## config.mk

```make
export PLATFORM = sky130hd
export DESIGN_NAME = count_sequence_arbiter_flat
export DESIGN_NICKNAME = d
export VERILOG_FILES = /design/src/rtl/count_sequence_arbiter_if.sv /design/src/rtl/count_sequence_arbiter.sv /design/src/flat_wrapper.sv
export SDC_FILE = /design/constraint.sdc
export NUM_CORES = 1
export LEC_CHECK = 0
export CORE_MARGIN = 2
export CORE_UTILIZATION = 38
export CTS_CLUSTER_DIAMETER = 100
export DETAILED_ROUTE_END_ITERATION = 8
export GPL_TIMING_DRIVEN = 0
export MAX_ROUTING_LAYER = met4
export PLACE_DENSITY = 0.68
export SLEW_MARGIN = 10
export SYNTH_ARGS = -nofsm -noshare
export SYNTH_HDL_FRONTEND = slang
export SYNTH_SLANG_ARGS = --single-unit
```

## constraint.sdc

```tcl
create_clock -name clk -period 3.09 [get_ports clk]
set_input_delay 0.309 -clock clk [delete_from_list [all_inputs] [get_ports clk]]
set_output_delay 0.309 -clock clk [all_outputs]
set_load 0.01 [all_outputs]
```

## src/rtl/count_sequence_arbiter_if.sv

```systemverilog
// Requester and shared-counter signals of count_sequence_arbiter.
// slave is the arbiter's view; master is the view of whatever drives it.
interface count_sequence_arbiter_if #(
   parameter int WIDTH = 4
);
   logic             req0;
   logic             req1;
   logic [WIDTH-1:0] limit0;
   logic [WIDTH-1:0] limit1;
   logic             hold;
   logic [WIDTH-1:0] count;
   logic             cnt_clear;
   logic             count_enable;
   logic [1:0]       grant;
   logic             done0;
   logic             done1;
   logic             busy;

   modport slave (
      input  req0, req1, limit0, limit1, hold, count,
      output cnt_clear, count_enable, grant, done0, done1, busy
   );

   modport master (
      output req0, req1, limit0, limit1, hold, count,
      input  cnt_clear, count_enable, grant, done0, done1, busy
   );
endinterface

```

## src/rtl/count_sequence_arbiter.sv

```systemverilog
// Shares one external counter between two requesters and sequences each counting run.
// Optional macro SEQ_FIXED_PRIORITY_EN: req0 always wins ties (default: round-robin).
//
// Handshake: a requester raises reqN and holds it, together with a stable limitN,
// until it sees a one-cycle doneN; it drops reqN the following cycle. Dropping reqN
// earlier aborts the run without a done pulse. grant is the one-hot owner, 00 when free.
module count_sequence_arbiter #(
   parameter int WIDTH = 4
) (
   input  logic                    clk,
   input  logic                    reset,
   count_sequence_arbiter_if.slave bus,
   output logic [1:0]              fsm_state
);
   typedef enum logic [1:0] {
      IDLE  = 2'd0,
      CLEAR = 2'd1,
      RUN   = 2'd2,
      DONE  = 2'd3
   } state_t;

   state_t           state;
   logic [WIDTH-1:0] limit_q;
   logic             at_limit;
   logic             pick1;
   logic             owner_req;
   logic [WIDTH-1:0] next_count;

   assign owner_req  = bus.grant[1] ? bus.req1 : bus.req0;
   // Counter value after this edge, given the enable it is seeing right now.
   assign next_count = bus.count_enable ? bus.count + WIDTH'(1) : bus.count;

`ifdef SEQ_FIXED_PRIORITY_EN
   assign pick1 = bus.req1 && !bus.req0;
`else
   logic prefer1;
   logic run_release;

   assign run_release = (state == DONE) ||
                        (((state == CLEAR) || (state == RUN)) && !owner_req);

   always_ff @(posedge clk or negedge reset) begin
      if (!reset) begin
         prefer1 <= 1'b0;
      end else if (run_release) begin
         prefer1 <= bus.grant[0];
      end
   end

   assign pick1 = bus.req1 && (!bus.req0 || prefer1);
`endif

   always_ff @(posedge clk or negedge reset) begin
      if (!reset) begin
         state            <= IDLE;
         limit_q          <= '0;
         at_limit         <= 1'b0;
         bus.cnt_clear    <= 1'b0;
         bus.count_enable <= 1'b0;
         bus.grant        <= 2'b00;
         bus.done0        <= 1'b0;
         bus.done1        <= 1'b0;
      end else begin
         bus.cnt_clear <= 1'b0;
         bus.done0     <= 1'b0;
         bus.done1     <= 1'b0;
         case (state)
            IDLE: begin
               if (bus.req0 || bus.req1) begin
                  state         <= CLEAR;
                  bus.cnt_clear <= 1'b1;
                  at_limit      <= 1'b0;
                  bus.grant     <= pick1 ? 2'b10 : 2'b01;
                  limit_q       <= pick1 ? bus.limit1 : bus.limit0;
               end
            end
            CLEAR: begin
               bus.count_enable <= 1'b0;
               if (!owner_req) begin
                  state     <= IDLE;
                  bus.grant <= 2'b00;
               end else begin
                  state <= RUN;
               end
            end
            RUN: begin
               if (!owner_req) begin
                  state            <= IDLE;
                  bus.grant        <= 2'b00;
                  bus.count_enable <= 1'b0;
               end else if (at_limit && (bus.count == limit_q)) begin
                  state            <= DONE;
                  bus.count_enable <= 1'b0;
                  bus.done0        <= bus.grant[0];
                  bus.done1        <= bus.grant[1];
               end else begin
                  // Enable is registered, so it must look one increment ahead to stop on the limit.
                  bus.count_enable <= !bus.hold && (next_count != limit_q);
                  at_limit         <= (next_count == limit_q);
               end
            end
            DONE: begin
               state     <= IDLE;
               bus.grant <= 2'b00;
            end
            default: begin
               state <= IDLE;
            end
         endcase
      end
   end

   assign bus.busy  = (state != IDLE);
   assign fsm_state = state;
endmodule
```

## src/flat_wrapper.sv

```systemverilog
// flat-port wrapper written by rule: the top's interface ports become plain ports
module count_sequence_arbiter_flat 
#(
   parameter int WIDTH = 4
)
  (clk, reset, fsm_state, bus_req0, bus_req1, bus_limit0, bus_limit1, bus_hold, bus_count, bus_cnt_clear, bus_count_enable, bus_grant, bus_done0, bus_done1, bus_busy);
  count_sequence_arbiter_if #(.WIDTH(WIDTH)) bus_i ();
  input  logic clk;
  input  logic reset;
  output logic [1:0] fsm_state;
  input wire logic [$bits(bus_i.req0)-1:0] bus_req0;
  input wire logic [$bits(bus_i.req1)-1:0] bus_req1;
  input wire logic [$bits(bus_i.limit0)-1:0] bus_limit0;
  input wire logic [$bits(bus_i.limit1)-1:0] bus_limit1;
  input wire logic [$bits(bus_i.hold)-1:0] bus_hold;
  input wire logic [$bits(bus_i.count)-1:0] bus_count;
  output wire logic [$bits(bus_i.cnt_clear)-1:0] bus_cnt_clear;
  output wire logic [$bits(bus_i.count_enable)-1:0] bus_count_enable;
  output wire logic [$bits(bus_i.grant)-1:0] bus_grant;
  output wire logic [$bits(bus_i.done0)-1:0] bus_done0;
  output wire logic [$bits(bus_i.done1)-1:0] bus_done1;
  output wire logic [$bits(bus_i.busy)-1:0] bus_busy;
  assign bus_i.req0 = bus_req0;
  assign bus_i.req1 = bus_req1;
  assign bus_i.limit0 = bus_limit0;
  assign bus_i.limit1 = bus_limit1;
  assign bus_i.hold = bus_hold;
  assign bus_i.count = bus_count;
  assign bus_cnt_clear = bus_i.cnt_clear;
  assign bus_count_enable = bus_i.count_enable;
  assign bus_grant = bus_i.grant;
  assign bus_done0 = bus_i.done0;
  assign bus_done1 = bus_i.done1;
  assign bus_busy = bus_i.busy;
  count_sequence_arbiter #(.WIDTH(WIDTH)) u_core (.clk(clk), .reset(reset), .bus(bus_i), .fsm_state(fsm_state));
endmodule
```

After elaboration in Yosys (flattened, before gate mapping)
Cells that the tools add are included.

Register bits: 14. Input port bits: 17. Output and inout port bits: 9. Word-level logic and storage cells: 68.

Add/sub/neg operators: 1. Eq/ne operators: 11. Multiplexer cells: 27. Reduce and logical (&&, ||, !) cells: 20.

Operators with widths (number): 1-bit two-way mux (14); 2-bit two-way mux (7); 4-bit equality test (2); 4-bit two-way mux (2); 2-bit one-hot mux with 4 select lines (1); 2-bit one-hot mux with 3 select lines (1); 2-bit AND reduction (3); 2-bit nonzero test (3); 4-bit by 1-bit adder with 4-bit output, second input constant (1); 2-bit equality test, second input constant (2); 1-bit logical AND (4); 1-bit logical OR (4); 2-bit by 1-bit inequality test with 1-bit output, second input constant (2); 2-bit inequality test, second input constant (2); 4-bit inequality test (1); 1-bit one-hot mux with 2 select lines (2); 4-bit AND reduction (1); 1-bit logical NOT (3); 3-bit inequality test, second input constant (1); 2-bit by 1-bit equality test with 1-bit output, second input constant (1); 2-bit logical NOT (1); 2-bit OR reduction (1).

Longest topological paths before layout
Word-level depth: 7. Mapped depth: 7. Mapped depth without buffers: 7.

Least setup slack after synthesis
OpenSTA, ideal clock, no wires.

Kind: reg2reg. Start point: reg u_core.state[0], in the netlist u_core.fsm_state[0]. End point: reg u_core.bus.grant[1]. Setup time: 131 ps. Arrival: 1393 ps. Required time: 2959 ps. Slack: 1566 ps. Stages on the path, launching flop included: 8. Path buffers: 0. Clock period less this slack: 1524 ps. Cells stage by stage: dfrtp_1 inv_1 ha_1 inv_1 nor3_1 nor2_1 o2111ai_1 o21ai_0.

Cells in the longest elaborated chain, start to end: 4. Elaborated cells on any way between the ends: 9. Those cells by class: eq/ne (5); mux (1); reduce/logical (3).

Ends and longest elaborated chain: start, declared (RTL line count_sequence_arbiter.sv:22) `state_t state;`; start signal, assigned (RTL line count_sequence_arbiter.sv:55) `state <= IDLE;`; start signal, assigned (RTL line count_sequence_arbiter.sv:70) `state <= CLEAR;`; start signal, assigned (RTL line count_sequence_arbiter.sv:80) `state <= IDLE;`; 2-bit equality test or 2-bit by 1-bit equality test with 1-bit output (tied branches) (RTL line count_sequence_arbiter.sv:67) `case (state)`; 2-bit OR reduction (no source line); 2-bit inequality test (no source line); 2-bit AND reduction (no source line); end signal, assigned (RTL line count_sequence_arbiter.sv:73) `bus.grant <= pick1 ? 2'b10 : 2'b01;`; end, declared (RTL line count_sequence_arbiter_if.sv:21) `output cnt_clear, count_enable, grant, done0, done1, busy`.

Several ways; a longest one is shown, not always the timed one. A chain may end at the register's enable or synchronous reset.

Worst setup path after layout
Start point: reg u_core.state[0], in the netlist u_core.fsm_state[0]. End point: out bus_busy.

Cells in the longest elaborated chain, start to end: 1.

Ends and longest elaborated chain: 2-bit nonzero test (RTL line count_sequence_arbiter.sv:113) `assign bus.busy = (state != IDLE);`; end, declared (RTL line flat_wrapper.sv:22) `output wire logic [$bits(bus_i.busy)-1:0] bus_busy;`.

No other way between the ends.

==> results_dict.tcl <==
set metrics [dict create \
    holdWs_ns 0.4122 \
    critPathBufInv 3 \
    wl_per_cell_um 12.81 \
    finalCriticalPeriod_ns 2.042 \
    drt_iter0_drc 7 \
    grt_pass1_vias 699 \
    drtPass1Iterations 4 \
    avgViaCountPerCell 5.044 \
    critPathArrivalTime_ns 1.73 \
    post_cts_buffers 0 \
    die_x_um 50.37 \
    path_max_fanout 5 \
    critPathKind "register to output port" \
    syn-num-nets 104 \
    avgSynthCellArea_sq_um 10.09 \
    layout_commonest_cell "clkdlybuf4s50_1" \
    critical-path-top-delay-family "buffers and inverters" \
    finalPower_mw 0.8423 \
    num_vias 691 \
    grt_pass1_wl_um 3001 \
    syn2layout_area_growth_pct 39.20 \
    cts-resized-gates 0 \
    num_io_pins 26 \
    fmax_ghz 0.4898 \
    switching_share 0.3844 \
    initial_core_util 0.4081 \
    hold_viol 0 \
    rsz0062_at_grt "no" \
    power.internal_mw 0.5186 \
    p_switching_mw 0.3238 \
    setup_tns_ns 0 \
    cp.required_ns 2.78 \
    path_clk_slew_ns 0.09 \
    dp_hpwl_um 1400 \
    gp_congestion 0.8886 \
    cts_buffer_depth 2 \
    crit_top_cell "inv_1" \
    slew_viol_final 0 \
    clock_latency_ns 0.29 \
    cpMaxStageDelayCell "clkdlybuf4s50_1" \
    cts_root_buf "clkbuf_4" \
    drive_gt1_frac 0.05455 \
    die-area_sq_um 2537 \
    cp-end-kind "output port" \
    slowest_delay_ns 0.53 \
    clock-sinks 14 \
    start_kind "register" \
    num-nets-final 134 \
    max-cap-violations 0 \
    syn_area_sq_um 817.0 \
    p_comb_frac 0.481 \
    drt-total-wl_um 1755 \
    synthDistinctLibCells 29 \
    tightest_slew_ns 0.6446 \
    ys_seq_elements 14 \
    hold_buffers 0 \
    grt_overflow 0 \
    finalCritPeriodShare 0.6608 \
    fin_util 0.5681 \
    numCtsBuffers 3 \
    path_cells "inv_1 -> ha_1 -> inv_1 -> clkdlybuf4s50_1" \
    core_sq_um 2002 \
    track_usage 0.1617 \
    antennaDiodeCount 0 \
    power.leakage_nw 0.5002 \
    ant_nets 0 \
    setup_viol 0 \
    clock_skew_ns 0.001570 \
    portBuffers 25 \
    cts.htree.levels 1 \
    r2r_start "u_core.fsm_state[0]" \
    pwr-share-seq 0.359 \
    hold_path_class "input port to asynchronous set/reset pin" \
    drc 0 \
    syn_inst 81 \
    mostFrequentLayoutCells "clkdlybuf4s50_1, dfrtp_1, inv_1, o21ai_0" \
    crit_start "u_core.fsm_state[0]" \
    die_y_um 50.37 \
    grt_max_degree 15 \
    antenna_found_initial 0 \
    pwr-share-clk 0.160 \
    vdd_drop_max_mv 0.3641 \
    num_rows 16 \
    yosys_warnings 0 \
    n_fill_cell 185 \
    dp_cells 133 \
    pwr_density_cell_nw_per_um2 740.6 \
    tritoncts "yes" \
    status "complete, no violations" \
    ys_seq_area_frac 0.4288 \
    relSlewSlack 0.5689 \
    instances_no_fill 137 \
]
power by group through the flow:
stage                     combinational [mW]  clock [mW]  sequential [mW]
after global routing                   0.449       0.150            0.314
final                                  0.405       0.135            0.303
after floorplan                        0.236           0            0.309
after detailed placement               0.405           0            0.306
after global placement                 0.395           0            0.305
after CTS                              0.409       0.141            0.304
per-layer routing:
layer / track usage / wire length [um] / vias to the layer above
li1: - / - / 346
met1: 0.1880 / 771 / 325
met2: 0.2675 / 872 / 15
met3: 0.04762 / 83 / 5
met4: 0.05405 / 28 / 0
met5: - / 0 / -
synth_stat cells:
| cell type | count | share of area |
|---|---|---|
| o21ai_0 | 8 | 0.049 |
| o2111ai_1 | 1 | 0.011 |
| and3_1 | 1 | 0.0077 |
| and4_4 | 1 | 0.014 |
| ha_1 | 6 | 0.092 |
| nand4_1 | 1 | 0.0077 |
| nor2b_1 | 2 | 0.015 |
| xnor2_1 | 4 | 0.043 |
| nor3_1 | 1 | 0.0061 |
| o22a_1 | 1 | 0.011 |
| o21ai_1 | 1 | 0.0061 |
| nand3_1 | 2 | 0.012 |
| a21oi_1 | 1 | 0.0061 |
| a22o_1 | 1 | 0.011 |
| xor2_1 | 3 | 0.032 |
| nor2_1 | 3 | 0.014 |
| mux2i_1 | 6 | 0.074 |
| o21ai_2 | 1 | 0.011 |
| a221o_1 | 1 | 0.012 |
| dfrtp_1 | 14 | 0.43 |
| o22ai_1 | 1 | 0.0077 |
| nand2_1 | 6 | 0.028 |
| nand2b_1 | 2 | 0.015 |
| nand3b_1 | 1 | 0.0092 |
| and4_1 | 1 | 0.011 |
| o32ai_1 | 1 | 0.011 |
| a211oi_1 | 1 | 0.0092 |
| inv_1 | 8 | 0.037 |
| a41oi_1 | 1 | 0.011 |
worst reg2reg max path: stages (launching register included):
cell     delay, ns
dfrtp_1       0.45
inv_1         0.13
ha_1          0.23
inv_1         0.09
nor3_1        0.32
nor2_1        0.14
nand3_1       0.10
o21ai_0       0.10
stage by stage:
stage / area [sq um] / setup WS (ns)
global placement: 1101 / 1.057
CTS: 1137 / 1.027
detailed placement: 1101 / 1.075
finish: 1137 / 1.048
floorplan: 817.0 / 1.566
global route: 1137 / 0.9345
flip-flops by register name, summed over array words and instances (netlist names):
name                     flops
u_core.bus.grant             2
u_core.bus.done0             1
u_core.bus.done1             1
u_core.bus.count_enable      1
u_core.fsm_state             2
u_core.at_limit              1
u_core.prefer1               1
u_core.limit_q               4
u_core.bus.cnt_clear         1
logic make-up after synthesis:
kind of cell	share of synthesized area
xor gates and xnor gates	0.07504
AOI/OAI and AO/OA	0.1547
buffers and inverters	0.03675
DFF	0.4288
adders and majority gates	0.09188
and+or+nand+nor	0.1394
muxes	0.07351
worst paths after layout:
path,to,slack (ns),cells after the start
hold / removal,u_core.fsm_state[1],0.41,1
max in group asynchronous,u_core.bus.grant[1],2.27,1
setup reg to reg,u_core.bus.grant[0],1.41,7
setup / recovery,bus_busy,1.05,4
hold reg to reg,u_core.limit_q[0],0.51,2
min in group clk,u_core.limit_q[0],0.51,2
final cells by class:
| cell class | count | area, sq um | area share |
|---|---|---|---|
| well taps | 27 | 33.78 | 0.02970 |
| multi-input cells | 59 | 436.7 | 0.3839 |
| flip-flops and latches | 14 | 350.3 | 0.3080 |
| repair buffers | 25 | 250.2 | 0.2200 |
| clock buffers | 4 | 36.28 | 0.03190 |
| inverters | 8 | 30.03 | 0.02640 |
No activity file was read; power rests on OpenSTA's default activity.
